`src/rtl/arb_pkg.sv`:
```
// rtl/arb_pkg.sv - shared index type and round-robin helpers for mem_arbiter_rr
package arb_pkg;

    localparam int IDX_MAX_W = 8;

    typedef logic [IDX_MAX_W-1:0] idx_t;

    function automatic int idx_w(input int n);
        return (n > 2) ? $clog2(n) : 1;
    endfunction

    // Successor of cur in a ring of n masters.
    function automatic idx_t rr_next(input idx_t cur, input int n);
        return (int'(cur) >= n - 1) ? '0 : cur + idx_t'(1);
    endfunction

endpackage

```
`src/rtl/arb_id_fifo.sv`:
```
// rtl/arb_id_fifo.sv - in-order FIFO of granted master indices awaiting read data
module arb_id_fifo
    import arb_pkg::*;
#(
    parameter int DEPTH = 2
) (
    input  logic                       clk,
    input  logic                       res_n,
    input  logic                       push,
    input  idx_t                       din,
    input  logic                       pop,
    output idx_t                       dout,
    output logic                       full,
    output logic                       empty,
    output logic [$clog2(DEPTH+1)-1:0] count
);

    localparam int PTR_W = (DEPTH > 1) ? $clog2(DEPTH) : 1;
    localparam int CNT_W = $clog2(DEPTH + 1);

    idx_t             mem [DEPTH];
    logic [PTR_W-1:0] wr_ptr;
    logic [PTR_W-1:0] rd_ptr;
    logic             do_push;
    logic             do_pop;

    function automatic logic [PTR_W-1:0] next_ptr(input logic [PTR_W-1:0] p);
        return (p == PTR_W'(DEPTH - 1)) ? '0 : p + 1'b1;
    endfunction

    assign full    = (count == CNT_W'(DEPTH));
    assign empty   = (count == '0);
    assign do_push = push & ~full;
    assign do_pop  = pop & ~empty;
    assign dout    = mem[rd_ptr];

    always_ff @(posedge clk) begin
        if (do_push) begin
            mem[wr_ptr] <= din;
        end
    end

    always_ff @(posedge clk or negedge res_n) begin
        if (!res_n) begin
            wr_ptr <= '0;
            rd_ptr <= '0;
            count  <= '0;
        end else begin
            if (do_push) begin
                wr_ptr <= next_ptr(wr_ptr);
            end
            if (do_pop) begin
                rd_ptr <= next_ptr(rd_ptr);
            end
            case ({do_push, do_pop})
                2'b10:   count <= count + 1'b1;
                2'b01:   count <= count - 1'b1;
                default: count <= count;
            endcase
        end
    end

endmodule

```
`src/rtl/mem_arbiter_rr.sv`:
```
// rtl/mem_arbiter_rr.sv - N-master round-robin arbiter onto one pipelined memory port
module mem_arbiter_rr
    import arb_pkg::*;
#(
    parameter int NUM_MASTERS     = 4,
    parameter int ADDR_W          = 32,
    parameter int DATA_W          = 32,
    parameter int MAX_OUTSTANDING = 2
) (
    input  logic                            clk,
    input  logic                            res_n,
    input  logic [NUM_MASTERS-1:0]          m_req,
    input  logic [NUM_MASTERS-1:0]          m_we,
    input  logic [NUM_MASTERS*DATA_W/8-1:0] m_be,
    input  logic [NUM_MASTERS*ADDR_W-1:0]   m_addr,
    input  logic [NUM_MASTERS*DATA_W-1:0]   m_wdata,
    output logic [NUM_MASTERS-1:0]          m_gnt,
    output logic [NUM_MASTERS-1:0]          m_rvalid,
    output logic [DATA_W-1:0]               m_rdata,
    output logic                            s_req,
    output logic                            s_we,
    output logic [DATA_W/8-1:0]             s_be,
    output logic [ADDR_W-1:0]               s_addr,
    output logic [DATA_W-1:0]               s_wdata,
    input  logic                            s_gnt,
    input  logic                            s_rvalid,
    input  logic [DATA_W-1:0]               s_rdata,
    output logic                            err
);

    localparam int BE_W  = DATA_W / 8;
    localparam int CNT_W = $clog2(MAX_OUTSTANDING + 1);

    idx_t             rr_ptr;
    idx_t             sel_q;
    idx_t             sel;
    idx_t             pick;
    idx_t             head;
    logic             lock_q;
    logic             found;
    logic             hs;
    logic             push;
    logic             pop;
    logic             err_set;
    logic             fifo_full;
    logic             fifo_empty;
    logic [CNT_W-1:0] fifo_count;

    function automatic logic bit_at(input logic [NUM_MASTERS-1:0] v, input idx_t i);
        logic b;
        b = 1'b0;
        for (int j = 0; j < NUM_MASTERS; j++) begin
            if (idx_t'(j) == i) begin
                b = v[j];
            end
        end
        return b;
    endfunction

    // Scan starts just after the last winner; rr_ptr itself is visited last.
    always_comb begin
        idx_t cand;
        found = 1'b0;
        pick  = rr_ptr;
        cand  = rr_ptr;
        for (int k = 0; k < NUM_MASTERS; k++) begin
            cand = rr_next(cand, NUM_MASTERS);
            if (!found && bit_at(m_req, cand)) begin
                found = 1'b1;
                pick  = cand;
            end
        end
    end

    assign sel     = lock_q ? sel_q : pick;
    assign s_req   = res_n & bit_at(m_req, sel) & (fifo_count < CNT_W'(MAX_OUTSTANDING));
    assign hs      = s_req & s_gnt;
    assign push    = hs & ~s_we & ~fifo_full;
    assign pop     = res_n & s_rvalid & ~fifo_empty;
    assign err_set = (s_rvalid & fifo_empty) | (lock_q & ~bit_at(m_req, sel_q));
    assign m_rdata = s_rdata;

    always_comb begin
        s_we     = 1'b0;
        s_be     = '0;
        s_addr   = '0;
        s_wdata  = '0;
        m_gnt    = '0;
        m_rvalid = '0;
        for (int i = 0; i < NUM_MASTERS; i++) begin
            if (idx_t'(i) == sel) begin
                s_we     = m_we[i];
                s_be     = m_be[i*BE_W +: BE_W];
                s_addr   = m_addr[i*ADDR_W +: ADDR_W];
                s_wdata  = m_wdata[i*DATA_W +: DATA_W];
                m_gnt[i] = hs;
            end
            if (idx_t'(i) == head) begin
                m_rvalid[i] = pop;
            end
        end
    end

    // A stalled request freezes the selection until it is granted or withdrawn.
    always_ff @(posedge clk or negedge res_n) begin
        if (!res_n) begin
            rr_ptr <= idx_t'(NUM_MASTERS - 1);
            sel_q  <= '0;
            lock_q <= 1'b0;
            err    <= 1'b0;
        end else begin
            err <= err_set;
            if (hs) begin
                rr_ptr <= sel;
                lock_q <= 1'b0;
            end else if (s_req) begin
                lock_q <= 1'b1;
                sel_q  <= sel;
            end else if (lock_q) begin
                lock_q <= 1'b0;
            end
        end
    end

    arb_id_fifo #(
        .DEPTH (MAX_OUTSTANDING)
    ) u_id_fifo (
        .clk   (clk),
        .res_n (res_n),
        .push  (push),
        .din   (sel),
        .pop   (pop),
        .dout  (head),
        .full  (fifo_full),
        .empty (fifo_empty),
        .count (fifo_count)
    );

endmodule

```
`config.mk`:
```
export PLATFORM = sky130hd
export DESIGN_NAME = mem_arbiter_rr
export DESIGN_NICKNAME = d
export VERILOG_FILES = /design/src/rtl/arb_pkg.sv /design/src/rtl/arb_id_fifo.sv /design/src/rtl/mem_arbiter_rr.sv
export SDC_FILE = /design/constraint.sdc
export NUM_CORES = 1
export LEC_CHECK = 0
export CAP_MARGIN = 30
export CORE_AREA = 2 2 167 169
export CTS_BUF_LIST = sky130_fd_sc_hd__clkbuf_4 sky130_fd_sc_hd__clkbuf_8
export DETAILED_ROUTE_END_ITERATION = 16
export DIE_AREA = 0 0 169 171
export MAX_ROUTING_LAYER = met4
export SLEW_MARGIN = 20
export SYNTH_ARGS = -nofsm -noshare
export SYNTH_HDL_FRONTEND = slang
export SYNTH_SLANG_ARGS = --single-unit
```
`constraint.sdc`:
```
create_clock -name clk -period 6.16 [get_ports clk]
set_input_delay 0.616 -clock clk [delete_from_list [all_inputs] [get_ports clk]]
set_output_delay 0.616 -clock clk [all_outputs]
set_load 0.01 [all_outputs]
```
==> results of run 1 <==
metal layers:
layer and global-route usage, %:
met4 1.82, met2 31.1, met3 3.98, met5 -
met1 18.6
timing repair:
action,CTS,global route
buffers inserted,5,6
pin swaps,4,12
hold buffers,0,0
endpoints found under the setup margin,50,73
endpoints found under the hold margin,0,0
resized for setup,12,83
gates cloned,1,2
cells in the mapped netlist (all sizes together), types with 3 or more instances:
library cell and instances:
a211oi 138, a21oi 4, a22o 8, a31oi 3, and2b 6, buf 49, clkbuf 35, dfrtp 20
edfxtp 16, ha 14, inv 16, mux2 4, mux2i 71, nand2 18, nand2b 3, nand3 4
nor2 22, nor2b 74, nor3 4, nor4 6, o21ai 6, xnor2 4
logic make-up after synthesis:
group	count (synthesis)	share of synthesized area, %
buffers and inverters	100	10.6
XOR/XNOR	5	0.897
multiplexers	76	15.9
flip-flops	38	21.2
AND/OR/NAND/NOR	154	19.1
adder cells (fa/ha/maj)	14	3.59
AO/OA/AOI/OAI	181	28.6
per-stage QoR:
step                setup WS (ns)  TNS [ns]  hold slack (ns)  area (um2)
global route               -0.166     -1.17            0.519        9610
detailed placement        -0.0116   -0.0145            0.488        8950
global placement           0.0112         0            0.486        8950
CTS                        0.0178         0            0.502        9210
floorplan                   0.658         0            0.320        4880
==> impl_results.md, run 1 <==
- Outcome: aborted with a tool error
- Last stage: 5_2_route
- Tool error: [ERROR DRT-0255] Maze Route cannot find path of net clk in worker of routeBox ( 144900 0 ) ( 169000 48300 ).
- Max Buffers Root-to-Sink: 2
- Die Y-Extent: 171 um
- Die W: 169 um
- First-pass GRT wire length: 34,700 um
- Seq/Total Area, Yosys: a little over a fifth
- Mapped Cells: ~570
- Cell taking the most area after synthesis: a211oi_1
- GPL Wtd Cong: between 0.8 and 0.9
- Top cell type's share of synthesized area: 21.2%
- Vias in the first global route: around 5,500
- Sink Count: 38
- GRT overflow: 0
- IO Count: between 400 and 500
- Row cnt: a little over 60
- Mapped Nets: 898
- Post-detail-place hpwl: 21,700 um
- Syn_area_per_cell: 8.60 um2
- Netlist cell types: 65
- Placed Cells: about 1,200
- Worst End Pin Type: top-level output
- I/O Buffers: between 300 and 400
- H-Tree Depth: 2
- Largest net degree at the start of global routing: 54
- Root Driver: clkbuf_8
- Yosys reg bits: 38
- Post-Syn Area: about 5000 um2
- Number of CTS-inserted buffers: 5
- Main synth FF type: dfrtp_1
- Initial cell density of the core: between 15 and 20%
- All-Layer GR Usage: 16.7%
- Worst setup endpoint GRT: s_addr[15]
- Dominant cells by area after synthesis: a211oi_1 21%, mux2i_1 15%, dfrtp_1 10%
- Initial antenna violation count: 3
- Number of synthesized flops with an enable pin: 16
- Async S/R FF share, synth: 57.9%
- Synthesis Warnings: 0
==> run 2, diff against run 1 <==
CTS_BUF_LIST = not set   (was sky130_fd_sc_hd__clkbuf_4 sky130_fd_sc_hd__clkbuf_8)
MAX_ROUTING_LAYER = not set   (was met4)
PLACE_DENSITY_LB_ADDON = 0.15   (was not set)
==> impl_results.md, run 2 <==
- Fin. max-slew vios: 0
- Reg with most FFs: u_id_fifo.mem
- Setup crit end kind: primary output
- Worst Tran Pin Value: between 0.7 and 0.8 ns
- Fin nets: approximately 1,200
- Largest net degree at the start of global routing: 54 (unchanged)
- Outcome: completed
- Mapped Nets: 898 (unchanged)
- Min-Delay Endpoint: u_id_fifo.wr_ptr
- Rel. slew slack: between 50% and 60%
- GPL Wtd Cong: 0.832 (+2.1%)
- Top cell type's share of synthesized area: 21.2% (unchanged)
- Hold crit path type: flop to flop
- Most frequent cells in the layout: 290 x clkdlybuf4s50_1, 131 x a211oi_1, 73 x nor2b_1
- FMAX: about 170 MHz
- Syn_area_per_cell: 8.60 um2 (unchanged)
- Sink Count: 38 (unchanged)
- H-Tree Depth: 2 (unchanged)
- Number of CTS-inserted buffers: 5 (unchanged)
- Xor/xnor cell area share of the yosys netlist: 0.897% (unchanged)
- Main synth FF type: dfrtp_1
- Clock Latency Late Sink: between 0.2 and 0.3 ns
- Period utilization: between 90% and 100%
- Antenna-violating nets left: 0
- Worst EP required: between 5 and 6 ns
- Period minus WS final: between 5 and 6 ns
- Peak fanout along the critical path: 6
- Vias in the first global route: 5,719 (+4.6%)
- Placed Cells: 1,218 (-1.2%)
- R2R Setup Slk: between 0.6 and 0.7 ns
- Top-count cell post-synth: a211oi_1
- Max reg flops: 16
- Die Area: around 29,000 um2
- Reg2reg path depth: 24
- Die W: 169 um (unchanged)
- Number of synthesized flops with an enable pin: 16 (unchanged)
- Synth Area in Simple Gates: 19.1% (unchanged)
- Biggest regs: u_id_fifo.mem (16), rr_ptr (8), sel_q (8)
- Post-Route WL: just under 30,000 um
- Hold wc startpoint: u_id_fifo.wr_ptr
- # setup viols final: 0
- Max Buffers Root-to-Sink: 2 (unchanged)
- Fin. Hold Viols: 0
- DRT iter0 DRCs: around 150
- First-pass GRT wire length: 39,500 um (+14%)
- Mux contribution to synthesized area: 15.9% (unchanged)
- GRT overflow: 0 (unchanged)
- Critical Path Start Type: flop
- Die Y-Extent: 171 um (unchanged)
- I/O Buffers: 362 (unchanged)
- Via count: between 5,000 and 6,000
- Post-Syn Area: 4880 um2 (unchanged)
- Worst r2r src: rr_ptr[2]
- Post-Layout Cell Count: approximately 1,200
- IO Count: 427 (unchanged)
- Clk pin slew, worst setup/hold paths: about 0.06 ns
- Yosys reg bits: 38 (unchanged)
- Mapped Cells: 568 (unchanged)
- Critical Path AT: around 5.2 ns
- Initial antenna violation count: 11 (+8)
- Complex-gate fraction of the synthesized area: 28.6% (unchanged)
- Commonest non-fill, non-tap cell in the layout: clkdlybuf4s50_1
- # hold bufs at CTS: 0 (unchanged)
- DR vias/cell: between 4 and 5
- Root Driver: clkbuf_16
- Row cnt: 61 (unchanged)
- DR DRC count: 0
- Largest family of logic cells by synthesized area: compound AO/OA/AOI/OAI gates
- Pre-antenna DRT Iters: 4
- Async S/R FF share, synth: 57.9% (unchanged)
- Area grow syn2layout: 93.5%
- Initial cell density of the core: 17.9% (unchanged)
- Final Skew: approximately 0.0075 ns
- Cell taking the most area after synthesis: a211oi_1
- Synthesis Warnings: 0 (unchanged)
- Hold Path Cell Cnt: 1
- Netlist cell types: 65 (unchanged)
- TritonCTS clock tree: yes
- Core area: around 27,000 um2
- Max-cap violation count: 0
- Post-detail-place hpwl: 23,800 um (+9.8%)
- R2r endpoint: u_id_fifo.mem[1][2]
- WL per Instance: ~24 um
- Layout cells sized above 1: a little over a tenth
- Adder-cell share of the synthesized area: 3.59% (unchanged)
- Setup CP Type: flop to primary output
- Top post-synthesis cells by count: 138 x a211oi_1, 74 x nor2b_1, 71 x mux2i_1
- All-Layer GR Usage: 18.8% (+2.1 points)
- Seq/Total Area, Yosys: 21.2% (unchanged)
- Dominant cells by area after synthesis: a211oi_1 21%, mux2i_1 15%, dfrtp_1 10%
[run 2: layer usage]
layer	GRT usage [%]	part of all wire, %
met1	23.0	40
met2	34.2	52
met3	4.26	6.3
met4	2.94	1.4
met5	0	0.044
[run 2: metrics by stage]
| step | hold WS, ns | cell area, um2 | worst slack, ns | util [%] | setup TNS [ns] |
|---|---|---|---|---|---|
| 5_1_grt | 0.534 | 9440 | -0.0127 | 34.6 | -0.0129 |
| 3_5_place_dp | 0.487 | 8770 | -0.119 | 32.1 | -0.119 |
| 4_1_cts | 0.499 | 9160 | 0.00493 | 33.5 | 0 |
| 2_1_floorplan | 0.320 | 4880 | 0.658 | - | 0 |
| 3_3_place_gp | 0.482 | 8770 | -0.198 | 32.1 | -0.198 |
| 6_report | 0.495 | 9450 | 0.309 | 34.6 | 0 |
[run 2: what timing repair did]
item,4_1_cts,5_1_grt
gates resized for setup,21,82
cloned,3,2
setup buffers,9,0
setup endpoints to repair,55,72
pin swaps,4,2
[run 2: final cells by class]
cell class                      count  area, um2
Fill cell                        2882      17900
Timing Repair Buffer              402       4310
Multi-Input combinational cell    430       3470
Sequential cell                    38       1030
Tap cell                          346        433
Clock buffer                        6        129
Inverter                           16       60.1
Antenna cell                        5       12.5
Clock inverter                      2       8.76
[run 2: cell families after synthesis]
kind of cell	count (synthesis)
AO/OA/AOI/OAI	181
AND/OR/NAND/NOR	154
buffers and inverters	100
multiplexers	76
flip-flops	38
adder cells (fa/ha/maj)	14
XOR/XNOR	5
[run 2: worst max-delay path by stage]
stage	from	to	slack (ns)	depth (start not counted)
2_1_floorplan	rr_ptr[2]	m_gnt[0]	0.66	21
5_1_grt	rr_ptr[2]	m_gnt[0]	-0.01	23
3_3_place_gp	rr_ptr[2]	m_gnt[0]	-0.20	21
3_5_place_dp	rr_ptr[2]	m_gnt[0]	-0.12	21
6_report	rr_ptr[2]	m_gnt[0]	0.31	23
4_1_cts	rr_ptr[2]	m_gnt[3]	0.005	23
[run 2: worst max-delay path, stage by stage (launching register included)]
cell,delay (ns)
dfrtp_1,0.41
nor4_4,0.32
nand2_2,0.13
nor3_1,0.14
buf_4,0.15
inv_1,0.05
ha_1,0.33
nor2_4,0.14
ha_1,0.27
nor2_4,0.13
inv_1,0.08
ha_1,0.20
a211oi_1,0.21
o21ai_0,0.14
and2_1,0.20
o31a_1,0.33
nand3_1,0.12
a41oi_4,0.17
buf_4,0.21
o221a_1,0.15
nor4_2,0.26
buf_4,0.19
nor3b_4,0.27
dlygate4sd2_1,0.34
Power of run 2 is left out: the tool's default activity adds up to more than one toggle a clock period on the data nets, which glitch-free logic cannot reach.
==> run 3, diff against run 2 <==
ABC_AREA = 1   (was not set)
CORE_AREA = 2 2 165 167   (was 2 2 167 169)
DIE_AREA = 0 0 167 169   (was 0 0 169 171)
PLACE_DENSITY = 0.51   (was not set)
PLACE_DENSITY_LB_ADDON = not set   (was 0.15)
==> impl_results.md, run 3 <==
- Slowest Stage Delay on Critical Path: 0.55 ns (+0.14 ns)
- Final WS setup: 0.396 ns (+0.0866 ns)
- Setup crit end kind: primary output
- Most used cell, CP: nand2_1
- Fin Hold WS: 0.478 ns (-0.0170 ns)
- DRT iter0 DRCs: 355 (+130%)
- Layout cells sized above 1: 7.74% (-2.8 points)
- Buffer and inverter count on the worst path: 6 (unchanged)
- Met1 Resource Use GR: 20.6% (-2.4 points)
- Hold Path Cell Cnt: 2 (+1)
- R2R Setup Slk: 1.01 ns (+0.36 ns)
- Post-detail-place hpwl: 20,700 um (-13%)
- Global routing's busiest layer: met2
- Largest net degree at the start of global routing: 51 (-5.6%)
- Max Buffers Root-to-Sink: 2 (unchanged)
- Antenna-violating nets left: 0 (unchanged)
- TritonCTS clock tree: yes
- Critical Path Start Type: flop
- Async S/R FF share, synth: 57.9% (unchanged)
- Area grow syn2layout: 89.5%
- Multi-input logic area: 2800 um2 (-19%)
- H-Tree Depth: 2 (unchanged)
- I/O Buffers: 362 (unchanged)
- Main synth FF type: dfrtp_1
- Setup CP Type: flop to primary output
- Mapped Cells: 717 (+26%)
- Synthesis Warnings: 0 (unchanged)
- Hold crit path type: flop to flop
- DR DRC count: 0 (unchanged)
- Pre-CTS setup slack: 0.454 ns (+0.574 ns)
- Die Area: 28,200 um2 (-2.3%)
- Final Skew: 0.00319 ns (-0.00435 ns)
- Rel. slew slack: 70.3% (+18 points)
- Worst Tran Pin Value: 0.444 ns (-0.272 ns)
- Reg2reg path depth: 32 (+33%)
- All-Layer GR Usage: 16.6% (-2.2 points)
- Die Y-Extent: 169 um (-1.2%)
- Dominant cells by area after synthesis: nand2_1 24%, dfrtp_1 11%, edfxtp_1 11%
- RSZ-0062 raised after global routing: yes
- Met2 Use GR: 27.9% (-6.3 points)
- Post-Syn Area: 4470 um2 (-8.5%)
- Number of synthesized flops with an enable pin: 16 (unchanged)
- # setup viols final: 0 (unchanged)
- GPL Wtd Cong: 0.829 (-0.37%)
- Yosys reg bits: 38 (unchanged)
- Row cnt: 60 (-1.6%)
- DR vias/cell: 4.33 (-5.2%)
- # fillers: 2,878 (-0.14%)
- Syn_area_per_cell: 6.23 um2 (-28%)
- Peak fanout along the critical path: 16 (+10)
- Worst path top cell family by delay: simple AND/OR/NAND/NOR gates
- Clk pin slew, worst setup/hold paths: 0.06 ns (about the same)
- Critical Path AT: 5.15 ns (-0.08 ns)
- Fin. Hold Viols: 0 (unchanged)
- GRT overflow: 0 (unchanged)
- Top-count cell post-synth: nand2_1
- Mapped Nets: 1,047 (+17%)
- Initial cell density of the core: 16.9% (-1.0 points)
- Worst EP required: 5.54 ns (about the same)
- Die W: 167 um (-1.2%)
- First-pass GRT wire length: 36,000 um (-9.0%)
- Fin nets: 1,363 (+11%)
- Top post-synthesis cells by count: 287 x nand2_1, 90 x nand3_1, 70 x nand4_1
- Number of CTS-inserted buffers: 5 (unchanged)
- Crit-path slowest cell: clkdlybuf4s50_1
- Core area: 26,500 um2 (-3.0%)
- Clock Latency Late Sink: 0.28 ns (about the same)
- Biggest regs: u_id_fifo.mem (16), rr_ptr (8), sel_q (8)
- Commonest non-fill, non-tap cell in the layout: clkdlybuf4s50_1
- Sink Count: 38 (unchanged)
- WL per Instance: 18.4 um (-22%)
- Most frequent cells in the layout: 353 x clkdlybuf4s50_1, 286 x nand2_1, 90 x nand3_1
- Via count: 5,951 (+4.7%)
- Netlist cell types: 39 (-40%)
- Logic depth of the worst path, buffers included: 28 (+22%)
- # hold bufs at CTS: 0 (unchanged)
- Fin. max-slew vios: 0 (unchanged)
- Root Driver: clkbuf_16
- Reg with most FFs: u_id_fifo.mem
- Vias in the first global route: 5,843 (+2.2%)
- Storage cell area: 1030 um2 (unchanged)
- Period utilization: 93.6% (-1.4 points)
- Post-Route WL: 25,300 um (-14%)
- Cell taking the most area after synthesis: nand2_1
- Inserted Diodes: 0 (-5)
- Top cell type's share of synthesized area: 24.1% (+2.9 points)
- Period minus WS final: 5.76 ns (-0.0866 ns)
- IO Count: 427 (unchanged)
- FMAX: 173 MHz (+1.5%)
- Initial antenna violation count: 0 (-11)
- Max-cap violation count: 0 (unchanged)
- GR Layer Usage met3: 5.85% (+1.6 points)
- Seq/Total Area, Yosys: 23.1% (+2.0 points)
- Outcome: completed
- Max reg flops: 16 (unchanged)
- Pre-antenna DRT Iters: 4 (unchanged)
-- run 3: cell count changes after synthesis, moves of 8 or more --
cell / previous run / this run
mux2i_1: 71 / 0
clkbuf_1: 35 / 10
nand2_2: 0 / 11
a211oi_1: 138 / 0
nor2b_1: 74 / 0
nand3_1: 4 / 90
nand4_1: 1 / 70
nand2_1: 18 / 287
inv_1: 14 / 47
inv_2: 2 / 10
-- run 3: what timing repair did --
action	CTS	global route
buffers inserted	0	2
setup endpoints to repair	0	73
gates resized for setup	0	24
hold endpoints to repair	0	0
-- run 3: area by class of cell --
type	instances	area share, %
sequential	38	12.2
inverter	57	2.53
clock inverter	2	0.103
clock buffer	6	1.52
timing repair buffer	379	45.6
tap	341	5.04
multi-input combinational	552	33.0
-- run 3: metal layers --
layer  vias up  share of wire, %
li1       2970                 -
met1      2697                41
met2       256                48
met3        28               9.6
met4         0               1.3
met5         -                 0
-- run 3: worst paths after layout --
path | startpoint | endpoint
min in group asynchronous | res_n | u_id_fifo.rd_ptr
max reg2reg | rr_ptr[0] | u_id_fifo.count[1]
max in group asynchronous | res_n | rr_ptr[1]
min reg2reg | rr_ptr[5] | rr_ptr[5]
min | rr_ptr[5] | rr_ptr[5]
max | rr_ptr[0] | m_gnt[1]
-- run 3: worst register-to-register path, delay by kind of cell (launching register included) --
kind                       cells  cell delay, ns
adders and majority gates      5            1.20
buffers and inverters          6            0.50
xor gates and xnor gates       1            0.15
DFF                            1            0.37
AOI/OAI and AO/OA              5            0.60
and+or+nand+nor               15            2.21
-- run 3: cell families after synthesis --
kind of cell / share of synthesized area (%)
xor+xnor: 0.588
simple gates: 53.9
flops: 23.1
buf+inv: 14.9
fa+ha+maj: 3.92
compound gates: 3.61
-- run 3: metrics by stage --
stage	cell area (um2)	util, %	setup TNS, ns	cells
2_1_floorplan	4470	-	0	717
4_1_cts	8350	31.5	0	1372
3_3_place_gp	8210	31.0	0	1364
3_5_place_dp	8210	31.0	0	1364
6_report	8470	31.9	0	1375
5_1_grt	8470	31.9	-0.0243	1375
Power of run 3 is left out for the same reason.
